--- src/rtl/pipeline_hazard_ctrl.sv ---
// rtl/pipeline_hazard_ctrl.sv - stall/flush/freeze sequencer for the 5-stage pipeline
// Control outputs are combinational from state; counters and halted_o are registered.
module pipeline_hazard_ctrl #(
  parameter int MEM_TIMEOUT = 16,
  parameter int CNT_W       = 16
) (
  input  logic             clk_i,
  input  logic             rst_i,
  input  logic             start_i,
  input  logic             idex_memread_i,
  input  logic [4:0]       idex_rd_i,
  input  logic [4:0]       ifid_rs1_i,
  input  logic [4:0]       ifid_rs2_i,
  input  logic             branch_taken_i,
  input  logic             mem_req_i,
  input  logic             mem_ack_i,
  output logic             pc_write_o,
  output logic             ifid_write_o,
  output logic             ifid_flush_o,
  output logic             idex_noop_o,
  output logic             freeze_o,
  output logic             halted_o,
  output logic [CNT_W-1:0] stall_cnt_o,
  output logic [CNT_W-1:0] flush_cnt_o
);

  typedef enum logic [1:0] {S_IDLE, S_RUN, S_MEM_WAIT, S_HALT} state_t;

  localparam logic [7:0]       TIMEOUT = 8'(MEM_TIMEOUT);
  localparam logic [CNT_W-1:0] CNT_MAX = '1;
  localparam logic [CNT_W-1:0] CNT_ONE = {{(CNT_W-1){1'b0}}, 1'b1};

  state_t           state_q, state_d;
  logic [7:0]       wait_q, wait_d;
  logic             halted_q, halted_d;
  logic [CNT_W-1:0] stall_q, stall_d;
  logic [CNT_W-1:0] flush_q, flush_d;
  logic             load_use;
  logic             freeze_req;

  // x0 is hardwired to zero, so a load into it can never create a hazard
  assign load_use   = idex_memread_i && (idex_rd_i != 5'd0) &&
                      ((idex_rd_i == ifid_rs1_i) || (idex_rd_i == ifid_rs2_i));
  assign freeze_req = mem_req_i && !mem_ack_i;

  always_ff @(posedge clk_i) begin
    if (!rst_i) begin
      state_q  <= S_IDLE;
      wait_q   <= '0;
      halted_q <= 1'b0;
      stall_q  <= '0;
      flush_q  <= '0;
    end else begin
      state_q  <= state_d;
      wait_q   <= wait_d;
      halted_q <= halted_d;
      stall_q  <= stall_d;
      flush_q  <= flush_d;
    end
  end

  always_comb begin
    state_d = state_q;
    wait_d  = wait_q;
    case (state_q)
      S_IDLE: begin
        if (start_i) state_d = S_RUN;
      end
      S_RUN: begin
        if (freeze_req) begin
          state_d = S_MEM_WAIT;
          wait_d  = 8'd1;
        end else if (!start_i) begin
          state_d = S_IDLE;
        end
      end
      S_MEM_WAIT: begin
        if (mem_ack_i)              state_d = S_RUN;
        else if (wait_q == TIMEOUT) state_d = S_HALT;
        else                        wait_d  = wait_q + 8'd1;
      end
      default: state_d = S_HALT;
    endcase
  end

  // Freeze outranks load-use, which in turn suppresses a branch flush
  always_comb begin
    pc_write_o   = 1'b0;
    ifid_write_o = 1'b0;
    ifid_flush_o = 1'b0;
    idex_noop_o  = 1'b0;
    freeze_o     = 1'b0;
    case (state_q)
      S_RUN, S_MEM_WAIT: begin
        if ((state_q == S_RUN && freeze_req) || (state_q == S_MEM_WAIT && !mem_ack_i)) begin
          freeze_o = 1'b1;
        end else if (load_use) begin
          idex_noop_o = 1'b1;
        end else begin
          pc_write_o   = 1'b1;
          ifid_write_o = 1'b1;
          ifid_flush_o = branch_taken_i;
        end
      end
      default: idex_noop_o = 1'b1;
    endcase
  end

  always_comb begin
    stall_d  = stall_q;
    flush_d  = flush_q;
    halted_d = halted_q || (state_q == S_HALT);
    if ((state_q == S_RUN || state_q == S_MEM_WAIT) && !pc_write_o && stall_q != CNT_MAX)
      stall_d = stall_q + CNT_ONE;
    if (ifid_flush_o && flush_q != CNT_MAX)
      flush_d = flush_q + CNT_ONE;
  end

  assign halted_o    = halted_q;
  assign stall_cnt_o = stall_q;
  assign flush_cnt_o = flush_q;

endmodule

--- config.mk ---
export PLATFORM = sky130hd
export DESIGN_NAME = pipeline_hazard_ctrl
export DESIGN_NICKNAME = d
export VERILOG_FILES = /design/src/rtl/pipeline_hazard_ctrl.sv
export SDC_FILE = /design/constraint.sdc
export NUM_CORES = 1
export LEC_CHECK = 0
export BUFFER_PORTS_ARGS = -buffer_cell sky130_fd_sc_hd__buf_4
export CAP_MARGIN = 20
export CORE_MARGIN = 8
export CORE_UTILIZATION = 45
export DETAILED_ROUTE_END_ITERATION = 12
export GPL_TIMING_DRIVEN = 0
export PLACE_DENSITY = 0.83
export SYNTH_ARGS = -nofsm -noshare
export SYNTH_HDL_FRONTEND = slang
export SYNTH_SLANG_ARGS = --single-unit
--- constraint.sdc ---
create_clock -name clk_i -period 2.1 [get_ports clk_i]
set_input_delay 0.105 -clock clk_i [delete_from_list [all_inputs] [get_ports clk_i]]
set_output_delay 0.105 -clock clk_i [all_outputs]
set_load 0.05 [all_outputs]
### Yosys cells after proc, flatten, opt, wreduce, memory -nomap -nowiden

Cells that the tools add are included.

* register bits: 43
* input port bits: 22
* output and inout bits: 38
* logic and storage cells: 63

* $add $sub $neg: 3
* equality and inequality tests: 14
* mux-type cells: 21
* reduce and logical (&&, ||, !) cells: 20

Operators with widths (number)
* $add A16 B1 Y16 const B: 2
* $ne A16 B16 Y1 const B: 2
* $mux W8: 3
* $pmux W8 S2: 1
* $mux W1: 11
* $eq A5 B5 Y1: 2
* $mux W2: 5
* $add A8 B1 Y8 const B: 1
* $eq A8 B5 Y1 const B: 1
* $logic_and A1 B1 Y1: 8
* $ne A2 B2 Y1 const B: 4
* $ne A3 B3 Y1 const B: 2
* $pmux W2 S3: 1
* $reduce_bool A5 Y1: 1
* $eq A2 B2 Y1 const B: 2
* $logic_or A1 B1 Y1: 4
* $reduce_and A4 Y1: 1
* $reduce_and A3 Y1: 1
* $eq A2 B1 Y1 const B: 1
* $logic_not A1 Y1: 2
* $logic_not A2 Y1: 1
* $reduce_bool A2 Y1: 1
* $reduce_or A2 Y1: 1

### Longest topological paths before layout

* word-level depth: 9
* mapped depth: 9
* depth with buffers taken out: 8

### Worst setup path before layout

Ideal clock, no wire load.

* kind: flip-flop to flip-flop
* start point: register flush_q[0] (netlist: flush_cnt_o[0])
* end point: register flush_q[4] (netlist: flush_cnt_o[4])
* setup time: 115 ps
* data arrival time: 2261 ps
* data required time: 1985 ps
* path slack: -276 ps
* stages on the path, launching flop included: 9
* path buffers: 1
* clock period less this slack: 2376 ps
* cells stage by stage: dfxtp_1 -> ha_1 -> nand3_1 -> nor4_1 -> a211oi_1 -> o21ai_1 -> clkbuf_1 -> nor3_1 -> o21a_1

* cells in the longest elaborated chain, start to end: 2
* elaborated cells between the ends (all ways): 3
* classes of those cells: add/sub: 1; eq/ne: 1; reduce/logical: 1

Ends and longest elaborated chain
* from (decl): line 37 `logic [CNT_W-1:0] flush_q, flush_d;`
* from (signal assigned): line 58 `flush_q <= flush_d;`
* branches (longest 2 deep; another with $add A16 B1 Y16)

Several ways; the timed one is not identified.
A chain may end at the register's enable or synchronous reset.

### Worst setup path after layout

* start point: register state_q[0]
* end point: register flush_q[14] (netlist: flush_cnt_o[14])

* cells in the longest elaborated chain, start to end: 6
* elaborated cells between the ends (all ways): 9
* classes of those cells: eq/ne: 2; mux: 2; reduce/logical: 5

Ends and longest elaborated chain
* from (decl): line 33 `state_t state_q, state_d;`
* from (signal assigned): line 54 `state_q <= state_d;`
* $eq A2 B1 Y1 or $eq A2 B2 Y1 (tied branches): line 93, 95
* $logic_and A1 B1 Y1: line 95 `if ((state_q == S_RUN && freeze_req) || (state_q == S_MEM_WAIT && !mem_ack_i)) begin`
* $logic_or A1 B1 Y1: line 95
* $mux W1: line 95
* $mux W1 (*): line 93 `case (state_q)`
* $logic_and A1 B1 Y1 (*): line 115 `if (ifid_flush_o && flush_q != CNT_MAX)`

Mark *: on every way between the ends. The rest lies on a longest branch, timed or not.

==> impl_results.md <==
- IO Pins: 60
- DR iter-0 viols: about 110
- Max Freq: 487 MHz
- First-pass detailed-route iteration total: 4
- Commonest cells after routing, fill and taps aside: buf_4, nor2_1, nand2_1, dfxtp_1, dfxtp_2
- Die Ht: just over 90 um
- Grt ovf: 0
- Worst-path maximum fanout: 5
- Num rows: 27
- Clock share of power: 29.7%
- CTS buffer count: 5
- Mapped Avg Cell Area: 8.40 um^2
- Initial antenna violation count: 0
- CTS tree: built
- Post-synth ARST share: 0%
- DR vias/cell: 5.71
- Dpl hpwl: 5010 um
- WHS Path Cells: 3
- Synth cell types: 50
- Yosys warns: 0
- Initial Util: 46.0%
- Fin crit period: 2.05 ns
- FF-to-FF path depth: 7
- GRT Util Overall: roughly 16%
- Largest net degree at the start of global routing: 14
- Root Driver: clkbuf_8
- Cell-internal power: 1.50 mW
- Setup violators final: 0
- Setup crit start kind: flop
- Leak pwr: 1.33 nW
- Seq/Total Area, Yosys: 34.4%
- PwrDens: 663 nW/um^2
- Routed Antenna Nets: 0
- Worst EP arrival: 2.28 ns
- Post-synth EDFFs: 0
- Post-route DRC: 0
- Nets: 405
- Routed Wire Length: 7270 um
- Global-route wire length before repair: 11,000 um
- GPL Wtd Cong: 0.836
- Layout cells sized above 1: 36.4%
- Via count: 2,546
- Clock sinks: 43
- Skew final: 0.00681 ns
- Pwr Total: 2.28 mW
- Core box area: 5440 um^2
- Part of the power in registers: 38.7%
- Outcome: finished clean
- Sw Share: 34.0%
- Post-CTS Hold Buffers: 0
- Pins Over Slew Limit: 0
- Most common cell after layout, fill and taps aside: buf_4
- Diode count: 0
- Comb pwr share: between 30% and 40%
- Required @ worst endpoint: 2.33 ns
- Vias in the first global route: 2,350
- Unrepaired setup endpoints after global routing: yes
- Post-Syn Area: 2500 um^2
- Max-slew headroom: 52.7%
- MaxCap Viol Count: 0
- Clk buf depth: 2
- Clock Latency Late Sink: 0.30 ns
- Die Wd: 90.6 um
- Synth Instances: 298
- Avg WL per Cell: 16.3 um
- Worst slew pin tran: 0.704 ns
- Syn Nets: 330
- WHS: about 0.076 ns
- Register clock-pin slew on the reported worst setup and hold paths: 0.08 ns
- Fin. Hold Viols: 0
- Worst setup EP type: flop
- Sw power: 0.774 mW
- Type of the worst min-delay path: in -> reg
- Area of the die: approximately 8200 um^2
- Max VDD drop: 0.456 mV
- Final cycle utilization of the critical path: 97.8%
- Kind of critical path: reg -> reg
- H-tree levels: 2
- Port bufs: 59
- Fill cells: 439
- Synth Flop Type: dfxtp_1
- Number of synthesized register bits: 43
- Layout area overhead: 37.2%
Yosys cell counts (all sizes together), types with 3 or more instances:
library cell | instances | area, um^2
a211oi | 5 | 37.5
a21oi | 21 | 105
and3 | 4 | 25.0
buf | 4 | 31.3
clkbuf | 6 | 22.5
dfxtp | 43 | 861
ha | 10 | 125
inv | 11 | 41.3
mux2i | 5 | 50.1
nand2 | 23 | 86.3
nand2b | 8 | 50.1
nand3 | 17 | 85.1
nand4 | 7 | 43.8
nor2 | 29 | 109
nor3 | 4 | 30.0
nor4 | 4 | 37.5
o21a | 4 | 30.0
o21ai | 14 | 81.3
o31ai | 11 | 82.6
or2 | 3 | 18.8
or3 | 10 | 62.6
or4 | 12 | 93.8
xor2 | 18 | 158
routing by layer:
layer / share of wire, % / up-vias / GRT usage [%]
li1: - / 1239 / -
met1: 43 / 1236 / 18.4
met2: 51 / 61 / 27.7
met5: 0 / - / 0
met3: 4.8 / 10 / 4.24
met4: 1.2 / 0 / 3.74
per-stage QoR:
step	cells	instance area, um^2	util (%)	setup TNS, ns	setup WS [ns]
after floorplan	298	2530	-	0	0.000928
after global placement	429	3070	56.4	-2.16	-0.223
after detailed placement	429	3070	56.4	-4.68	-0.311
after CTS	438	3220	59.3	-0.0450	-0.0228
after global routing	446	3440	63.2	-0.0771	-0.0205
final	446	3440	63.2	0	0.0456
critical path: stages, from the launching register on:
cell and delay (ns):
dfxtp_4 0.41, clkinvlp_4 0.15, ha_4 0.19, a21oi_4 0.15, or2_4 0.19, o2111ai_4 0.17
or4_4 0.55, a21oi_2 0.16
sequential cells by signal, summed over array words and instances (netlist names):
name,flops
flush_cnt_o,16
halted_o,1
stall_cnt_o,16
state_q,2
wait_q,8
logic make-up (layout without fill, tap and decap cells):
family          count (synthesis)  count (layout)  share of synthesized area, %
fa+ha+maj                      10              10                          5.00
mux                             5               5                          2.00
buf+inv                        22              97                          3.95
xor+xnor                       20              20                          7.00
flops                          43              43                          34.4
simple gates                  130             130                          28.6
compound gates                 68              69                          19.0
power groups by stage:
stage	Clock, mW	Sequential (mW)	Combinational (mW)
after detailed placement	0	0.891	0.582
after floorplan	0	0.920	0.370
after global placement	0	0.887	0.568
after CTS	0.686	0.873	0.612
final	0.677	0.881	0.719
after global routing	0.722	0.885	0.765
worst paths after layout:
check	from	slack [ns]	endpoint
setup / recovery	state_q[0]	0.05	flush_cnt_o[14]
hold / removal	rst_i	0.08	stall_cnt_o[6]
setup reg to reg	state_q[0]	0.05	flush_cnt_o[14]
hold reg to reg	halted_o	0.47	halted_o
final cells by class:
type	instances	area [um^2]	area share (%)
buffer	9	60.1	1.75
sequential	43	892	26.0
timing repair buffer	68	515	15.0
inverter	12	48.8	1.42
tap	72	90.1	2.62
clock inverter	2	35.0	1.02
multi-input combinational	234	1710	49.8
clock buffer	6	82.6	2.40
what timing repair did:
action                                 4_1_cts  5_1_grt
setup endpoints to repair                   35       29
pin swaps                                    1        3
gates resized for setup                     12       28
gates cloned                                 0        3
endpoints found under the hold margin        0        0
setup buffers                                2        5
Note: power is estimated with default switching activity, not from simulation.
